## config.mk

```make
export PLATFORM = sky130hd
export DESIGN_NAME = csr_trap_unit_flat
export DESIGN_NICKNAME = d
export VERILOG_FILES = /design/src/rtl/csr_trap_unit_if.sv /design/src/rtl/csr_trap_unit.sv /design/src/flat_wrapper.sv
export SDC_FILE = /design/constraint.sdc
export NUM_CORES = 1
export LEC_CHECK = 0
export CAP_MARGIN = 20
export CORE_MARGIN = 2
export CORE_UTILIZATION = 50
export DETAILED_ROUTE_END_ITERATION = 10
export PLACE_DENSITY = 0.71
export SYNTH_ARGS = -nofsm -noshare
export SYNTH_HDL_FRONTEND = slang
export SYNTH_SLANG_ARGS = --single-unit
```

## constraint.sdc

```tcl
create_clock -name clk -period 10 [get_ports clk]
set_input_delay 1.5 -clock clk [delete_from_list [all_inputs] [get_ports clk]]
set_output_delay 1.5 -clock clk [all_outputs]
set_load 0.02 [all_outputs]
```

## src/rtl/csr_trap_unit_if.sv

```systemverilog
// Commit-side bus between the control unit and csr_trap_unit.
// master: control unit (drives the instruction strobes and operands, reads the results)
// slave : csr_trap_unit (reads the strobes, drives csrReadData/redirect/retire)
interface csr_trap_unit_if;
  logic        instValid;
  logic [31:0] pc;
  logic [11:0] csrAddr;
  logic [31:0] rs1Data;
  logic [4:0]  zimm;
  logic        csrWrite;
  logic [1:0]  csrInstType;
  logic        csrImmInst;
  logic        ecall;
  logic        ebreak;
  logic        mret;
  logic        irqExt;
  logic        irqTimer;
  logic [31:0] csrReadData;
  logic        redirectValid;
  logic [31:0] redirectPc;
  logic        retire;

  modport master (
    output instValid, pc, csrAddr, rs1Data, zimm, csrWrite, csrInstType, csrImmInst,
           ecall, ebreak, mret, irqExt, irqTimer,
    input  csrReadData, redirectValid, redirectPc, retire
  );

  modport slave (
    input  instValid, pc, csrAddr, rs1Data, zimm, csrWrite, csrInstType, csrImmInst,
           ecall, ebreak, mret, irqExt, irqTimer,
    output csrReadData, redirectValid, redirectPc, retire
  );
endinterface

```

## src/rtl/csr_trap_unit.sv

```systemverilog
// Machine-mode CSR file, 64-bit cycle/instret counters and trap/mret sequencer.
// Ports:
//   clk, rst : core clock, asynchronous active-high reset
//   bus      : csr_trap_unit_if.slave -- commit strobes/operands in,
//              csrReadData (pre-write CSR value), redirectValid/redirectPc, retire out.
//              Outputs are combinational in the commit cycle; state updates on the edge.
module csr_trap_unit #(
  parameter logic [31:0] RESET_MTVEC = 32'h0000_0000
) (
  input  logic           clk,
  input  logic           rst,
  csr_trap_unit_if.slave bus
);

  localparam int unsigned XLEN = 32;
  localparam int unsigned CNTW = 64;

  localparam logic [11:0] A_MSTATUS  = 12'h300;
  localparam logic [11:0] A_MIE      = 12'h304;
  localparam logic [11:0] A_MTVEC    = 12'h305;
  localparam logic [11:0] A_MSCRATCH = 12'h340;
  localparam logic [11:0] A_MEPC     = 12'h341;
  localparam logic [11:0] A_MCAUSE   = 12'h342;
  localparam logic [11:0] A_MIP      = 12'h344;
  localparam logic [11:0] A_MCYCLE   = 12'hB00;
  localparam logic [11:0] A_MINSTRET = 12'hB02;
  localparam logic [11:0] A_MCYCLEH  = 12'hB80;
  localparam logic [11:0] A_MINSTRETH= 12'hB82;

  localparam logic [XLEN-1:0] ALIGN_MASK = 32'hFFFF_FFFC;
  localparam logic [XLEN-1:0] CAUSE_MEI  = 32'h8000_000B;
  localparam logic [XLEN-1:0] CAUSE_MTI  = 32'h8000_0007;
  localparam logic [XLEN-1:0] CAUSE_BRK  = 32'h0000_0003;
  localparam logic [XLEN-1:0] CAUSE_ECL  = 32'h0000_000B;

  // Architectural state
  logic            r_mst_mie;
  logic            r_mst_mpie;
  logic            r_mie_meie;
  logic            r_mie_mtie;
  logic [XLEN-1:0] r_mtvec;
  logic [XLEN-1:0] r_mscratch;
  logic [XLEN-1:0] r_mepc;
  logic [XLEN-1:0] r_mcause;
  logic [CNTW-1:0] r_mcycle;
  logic [CNTW-1:0] r_minstret;

  logic [XLEN-1:0] w_old;
  logic [XLEN-1:0] w_src;
  logic [XLEN-1:0] w_new;
  logic [XLEN-1:0] w_cause;
  logic            w_commit;
  logic            w_ext;
  logic            w_tmr;
  logic            w_int_take;
  logic            w_trap;
  logic            w_mret;
  logic            w_retire;
  logic            w_csr_we;

  // CSR read mux: always the pre-write value
  always_comb begin
    w_old = '0;
    case (bus.csrAddr)
      A_MSTATUS:   w_old = {24'b0, r_mst_mpie, 3'b0, r_mst_mie, 3'b0};
      A_MIE:       w_old = {20'b0, r_mie_meie, 3'b0, r_mie_mtie, 7'b0};
      A_MTVEC:     w_old = r_mtvec;
      A_MSCRATCH:  w_old = r_mscratch;
      A_MEPC:      w_old = r_mepc;
      A_MCAUSE:    w_old = r_mcause;
      A_MIP:       w_old = {20'b0, bus.irqExt, 3'b0, bus.irqTimer, 7'b0};
      A_MCYCLE:    w_old = r_mcycle[31:0];
      A_MCYCLEH:   w_old = r_mcycle[63:32];
      A_MINSTRET:  w_old = r_minstret[31:0];
      A_MINSTRETH: w_old = r_minstret[63:32];
      default:     w_old = '0;
    endcase
  end

  // Read-modify-write value
  always_comb begin
    w_src = bus.csrImmInst ? {27'b0, bus.zimm} : bus.rs1Data;
    case (bus.csrInstType)
      2'b00:   w_new = w_src;
      2'b01:   w_new = w_old | w_src;
      2'b10:   w_new = w_old & ~w_src;
      default: w_new = w_old;
    endcase
  end

  // Trap decision; everything is suppressed while rst is high
  assign w_commit   = bus.instValid & ~rst;
  assign w_ext      = r_mst_mie & bus.irqExt   & r_mie_meie;
  assign w_tmr      = r_mst_mie & bus.irqTimer & r_mie_mtie;
  assign w_int_take = w_commit & (w_ext | w_tmr);
  assign w_trap     = w_int_take | (w_commit & (bus.ecall | bus.ebreak));
  assign w_mret     = w_commit & ~w_trap & bus.mret;
  assign w_retire   = w_commit & ~w_int_take & ~bus.ecall & ~bus.ebreak;
  assign w_csr_we   = w_commit & bus.csrWrite & ~w_trap & (bus.csrInstType != 2'b11);

  always_comb begin
    if (w_ext)            w_cause = CAUSE_MEI;
    else if (w_tmr)       w_cause = CAUSE_MTI;
    else if (bus.ebreak)  w_cause = CAUSE_BRK;
    else                  w_cause = CAUSE_ECL;
  end

  assign bus.csrReadData   = w_old;
  assign bus.redirectValid = w_trap | w_mret;
  assign bus.redirectPc    = w_trap ? r_mtvec : r_mepc;
  assign bus.retire        = w_retire;

  // State update: trap > mret > CSR write for mstatus; CSR write beats increment for counters
  always_ff @(posedge clk or posedge rst) begin
    if (rst) begin
      r_mst_mie  <= 1'b0;
      r_mst_mpie <= 1'b0;
      r_mie_meie <= 1'b0;
      r_mie_mtie <= 1'b0;
      r_mtvec    <= RESET_MTVEC & ALIGN_MASK;
      r_mscratch <= '0;
      r_mepc     <= '0;
      r_mcause   <= '0;
      r_mcycle   <= '0;
      r_minstret <= '0;
    end else begin
      if (w_trap) begin
        r_mst_mpie <= r_mst_mie;
        r_mst_mie  <= 1'b0;
      end else if (w_mret) begin
        r_mst_mie  <= r_mst_mpie;
        r_mst_mpie <= 1'b1;
      end else if (w_csr_we && bus.csrAddr == A_MSTATUS) begin
        r_mst_mie  <= w_new[3];
        r_mst_mpie <= w_new[7];
      end

      if (w_csr_we && bus.csrAddr == A_MIE) begin
        r_mie_meie <= w_new[11];
        r_mie_mtie <= w_new[7];
      end

      if (w_csr_we && bus.csrAddr == A_MTVEC)    r_mtvec    <= w_new & ALIGN_MASK;
      if (w_csr_we && bus.csrAddr == A_MSCRATCH) r_mscratch <= w_new;

      if (w_trap) begin
        r_mepc   <= bus.pc & ALIGN_MASK;
        r_mcause <= w_cause;
      end else begin
        if (w_csr_we && bus.csrAddr == A_MEPC)   r_mepc   <= w_new & ALIGN_MASK;
        if (w_csr_we && bus.csrAddr == A_MCAUSE) r_mcause <= w_new;
      end

      // Writing either half freezes the other half for that cycle
      if (w_csr_we && bus.csrAddr == A_MCYCLE)       r_mcycle[31:0]  <= w_new;
      else if (w_csr_we && bus.csrAddr == A_MCYCLEH) r_mcycle[63:32] <= w_new;
      else                                           r_mcycle        <= r_mcycle + 64'd1;

      if (w_csr_we && bus.csrAddr == A_MINSTRET)       r_minstret[31:0]  <= w_new;
      else if (w_csr_we && bus.csrAddr == A_MINSTRETH) r_minstret[63:32] <= w_new;
      else if (w_retire)                               r_minstret        <= r_minstret + 64'd1;
    end
  end

endmodule

```

## src/flat_wrapper.sv

```systemverilog
// flat-port wrapper written by rule: the top's interface ports become plain ports
module csr_trap_unit_flat 
#(
  parameter logic [31:0] RESET_MTVEC = 32'h0000_0000
)
  (clk, rst, bus_instValid, bus_pc, bus_csrAddr, bus_rs1Data, bus_zimm, bus_csrWrite, bus_csrInstType, bus_csrImmInst, bus_ecall, bus_ebreak, bus_mret, bus_irqExt, bus_irqTimer, bus_csrReadData, bus_redirectValid, bus_redirectPc, bus_retire);
  csr_trap_unit_if bus_i ();
  input  logic clk;
  input  logic rst;
  input wire logic [$bits(bus_i.instValid)-1:0] bus_instValid;
  input wire logic [$bits(bus_i.pc)-1:0] bus_pc;
  input wire logic [$bits(bus_i.csrAddr)-1:0] bus_csrAddr;
  input wire logic [$bits(bus_i.rs1Data)-1:0] bus_rs1Data;
  input wire logic [$bits(bus_i.zimm)-1:0] bus_zimm;
  input wire logic [$bits(bus_i.csrWrite)-1:0] bus_csrWrite;
  input wire logic [$bits(bus_i.csrInstType)-1:0] bus_csrInstType;
  input wire logic [$bits(bus_i.csrImmInst)-1:0] bus_csrImmInst;
  input wire logic [$bits(bus_i.ecall)-1:0] bus_ecall;
  input wire logic [$bits(bus_i.ebreak)-1:0] bus_ebreak;
  input wire logic [$bits(bus_i.mret)-1:0] bus_mret;
  input wire logic [$bits(bus_i.irqExt)-1:0] bus_irqExt;
  input wire logic [$bits(bus_i.irqTimer)-1:0] bus_irqTimer;
  output wire logic [$bits(bus_i.csrReadData)-1:0] bus_csrReadData;
  output wire logic [$bits(bus_i.redirectValid)-1:0] bus_redirectValid;
  output wire logic [$bits(bus_i.redirectPc)-1:0] bus_redirectPc;
  output wire logic [$bits(bus_i.retire)-1:0] bus_retire;
  assign bus_i.instValid = bus_instValid;
  assign bus_i.pc = bus_pc;
  assign bus_i.csrAddr = bus_csrAddr;
  assign bus_i.rs1Data = bus_rs1Data;
  assign bus_i.zimm = bus_zimm;
  assign bus_i.csrWrite = bus_csrWrite;
  assign bus_i.csrInstType = bus_csrInstType;
  assign bus_i.csrImmInst = bus_csrImmInst;
  assign bus_i.ecall = bus_ecall;
  assign bus_i.ebreak = bus_ebreak;
  assign bus_i.mret = bus_mret;
  assign bus_i.irqExt = bus_irqExt;
  assign bus_i.irqTimer = bus_irqTimer;
  assign bus_csrReadData = bus_i.csrReadData;
  assign bus_redirectValid = bus_i.redirectValid;
  assign bus_redirectPc = bus_i.redirectPc;
  assign bus_retire = bus_i.retire;
  csr_trap_unit #(.RESET_MTVEC(RESET_MTVEC)) u_core (.clk(clk), .rst(rst), .bus(bus_i));
endmodule
```

==> parameters.txt <==
Parameter                              Value

Clocking
  Register clock-pin slew on the reported worst setup and hold paths    70 ps
  Sink count of the clock tree    256
  TritonCTS Buffers    30
  Setup Buffers After CTS    0
  PostCTS Resize Cnt    0
  Clock tree root buffer cell    clkbuf_16
  H-Tree Level Count    1
  Hold bufs inserted after CTS    0
  TritonCTS clock tree    built
  Maximum count of clock buffers along a single path    3
  Latest clock arrival within the worst-skew pair    590 ps

Yosys
  Xor/xnor share of the synthesized area    0.02420
  Number of flops mapped to enable cells by yosys    0
  Share of the synthesized area in the top cell type    0.3848
  Ranking of synthesized cells by area    dfrtp_1 (38%), nand2_1 (5.4%), mux2i_1 (4.6%)
  Sequential fraction of the synthesis area    0.3848
  Number of distinct library cell variants in the gate-level netlist after synthesis    87
  Total of flip-flops plus latches after synthesis    256
  Post-Synth Adder-Cell Area    0.001503
  Average cell area after synthesis    8.367 um^2
  Total number of yosys warnings    0
  Dominant combinational cell family by area after synthesis    simple AND/OR/NAND/NOR gates
  Number of instances in the synthesized netlist    1990
  Area fraction in compound gates after synthesis    0.2363
  Area fraction in and, or, nand and nor cells after synthesis    0.2539
  Largest area contributor in the synthesized netlist    dfrtp_1
  Mapped Area    16650 um^2
  Main synth FF type    dfrtp_1
  Asr flop ratio synth    1.000
  Multiplexer share of the synthesized area    0.05441

Floorplanning
  Area inside the core boundary    32700 um^2
  Number of top-level pins    159
  Horizontal extent of the die    186.5 um
  Core Rows    66
  Total die area    34770 um^2
  Height of the die    186.5 um
  Initial core utilization    0.5091

Drt
  Number of remaining DRC errors    0
  Post-DR vias/cell    7.120
  Total wire length    76260 um
  Total iterations of the first detailed-routing run    6
  Via count    18.22k
  Routed wire length per instance    29.80 um
  Violation count after the first detailed-route iteration    2620
  Number of nets with antenna violations after routing    0

Worst setup path
  Data required time of the critical path    8500 ps
  Data arrival time of the worst path    5600 ps
  Slowest library cell on the worst path    nor3_2
  Critical path endpoint category    output port
  Slack of the worst reg-to-reg path    6530 ps
  Cells traversed along the worst timing path    clkdlybuf4s50_1 -> buf_4 -> or4b_2 -> nor3_2 -> buf_4 -> a22o_1 -> a2111o_1 -> clkdlybuf4s50_1
  Crit path largest cell delay    980 ps
  Critical R2R Launch    u_core.r_mie_mtie$_DFFE_PP0P_
  Worst reg2reg path depth    7
  Category of cells accounting for the largest share of critical-path delay    simple AND/OR/NAND/NOR gates
  Worst setup path startpoint    bus_csrAddr[1]
  Total buffers and inverters traversed by the critical path    4
  Critical path class    primary input to output port
  Reg2Reg Capture Point    u_core.r_minstret[43]$_DFFE_PP0P_
  Critical path fanouts, max    33
  Setup crit start kind    primary input

Power
  Peak ir drop on the vdd network    0.1264 mV
  Power density over the cells    135.2 nW/um^2
  Leakage    8.028 nW

Global routing
  Remaining Overflow, GRT    0
  Global routing usage summed across all routing layers    0.4262
  First-pass GRT wire length    111500 um
  Number of antenna violations at the first check in global routing    2
  Largest net degree at the start of global routing    146
  Via count of the first global-routing pass    16.97k

Placed design
  Detailed placer's ending HPWL    53680 um
  Global placement routability congestion    1.001
  Post-place instance area    18720 um^2
  Placed cell count    2501
  # port buffers    154

Final layout
  Layout net count    2189
  Fin area    19810 um^2
  Share of cells above drive strength 1    0.08885
  Sequential Area    6406 um^2
  Fill cell total of the finished layout    2959
  Number of standard cells in the final layout excluding fillers    2559
  Multi-input logic area    9599 um^2
  Layout-stage area growth over the synthesis result    19.01%

STA
  Unrepaired setup endpoints after global routing    no
  Worst relative slew slack    0.1846
  Clock Skew    25.63 ps
  Maximum clock frequency    0.1408 GHz
  Summed negative setup slack over all endpoints    0 ps
  Setup violations, final    0
  Final Critical Period    7104 ps
  Final Cycle Share    0.7104
  Worst-Margin Slew    1218 ps
  WHS    478.3 ps
  Final hold violation count    0
  Number of pins exceeding their max-slew limit in the final report    0

Min path
  Tightest Hold Check Type    flip-flop to flip-flop
  Hold endpoint    u_core.r_mcause[15]$_DFFE_PP0P_
  Hold Crit Depth    2
  Min-Delay Startpoint    u_core.r_mcause[15]$_DFFE_PP0P_

Job
  Max cap viols    0

Run status
  Result of the run    completed
through the flow:
stage | utilization | setup slack, ps | total power [W]
after floorplan | - | 1458 | 0.001305
after global placement | 0.5719 | 3118 | 0.001478
after detailed placement | 0.5724 | 3110 | 0.001484
after CTS | 0.6046 | 3089 | 0.002666
after global routing | 0.6058 | 2947 | 0.002743
final | 0.6059 | 2896 | 0.002679
power breakdown:
part           total [W]  switching, W  internal, W
logic           0.000351      0.000214     0.000137
registers        0.00113     0.0000552      0.00107
clock network    0.00120      0.000486     0.000714
worst max path at each step:
stage | end | slack, ps | cells past startpoint
after global placement | bus_csrReadData[20] | 3120 | 8
after global routing | bus_csrReadData[20] | 2950 | 8
final | bus_csrReadData[20] | 2900 | 8
after CTS | bus_csrReadData[20] | 3090 | 8
after detailed placement | bus_csrReadData[20] | 3110 | 8
after floorplan | u_core.r_mcause[0]$_DFFE_PP0P_ | 1460 | 1
tightest hold or removal path, delay by kind of cell, from the launching register on:
| family | cells | cell delay [ps] |
|---|---|---|
| AOI/OAI and AO/OA | 1 | 60 |
| DFF | 1 | 340 |
| and+or+nand+nor | 1 | 40 |
synth_stat cells, types with 19 or more instances:
library cell	instances
and2_1	19
and3_1	33
and4_1	21
buf_2	24
nor3_1	55
a21oi_1	130
o21ai_0	149
xnor2_1	31
nor4_1	35
nand2_1	240
clkbuf_1	107
nor2_1	141
dfrtp_1	256
a211oi_1	23
a22oi_1	44
nand4_1	63
o211ai_1	31
mux2i_1	77
nand3_1	86
a21o_1	21
nand2b_1	31
inv_1	39
layout by cell type, fill, tap and decap left out, types with 62 or more instances in the layout:
cell type,Yosys,routed
nand3_1,86,86
nand4_1,63,63
nor2_1,141,137
clkdlybuf4s50_1,0,151
buf_4,2,62
mux2i_1,77,77
o21ai_0,149,149
a21oi_1,130,130
dfrtp_1,256,256
nand2_1,240,240
sequential cells by signal (all words and copies together) (netlist names):
register,count
u_core.r_mtvec,30
u_core.r_mst_mie,1
u_core.r_mie_mtie,1
u_core.r_mst_mpie,1
u_core.r_mepc,30
u_core.r_mscratch,32
u_core.r_mcycle,64
u_core.r_mcause,32
u_core.r_mie_meie,1
u_core.r_minstret,64
cells by family after synthesis:
group,after synthesis
buffers and inverters,187
DFF,256
adders and majority gates,2
other,1
and+or+nand+nor,817
muxes,89
xor gates and xnor gates,46
AOI/OAI and AO/OA,592
cell type report:
type,instances,share of cell area
clock inverters,16,0.01137
repair buffers,219,0.1031
clock buffers,38,0.04193
flip-flops and latches,256,0.3233
multi-input cells,1548,0.4845
inverters,39,0.007767
diodes,1,0.0001263
well taps,442,0.02791
routing by layer:
layer,share of wire,global-route usage
met1,0.38,0.5794
met5,0.00014,0
met3,0.13,0.1002
met4,0.079,0.2799
met2,0.41,0.6071
Power figures use the tool's default switching activity.
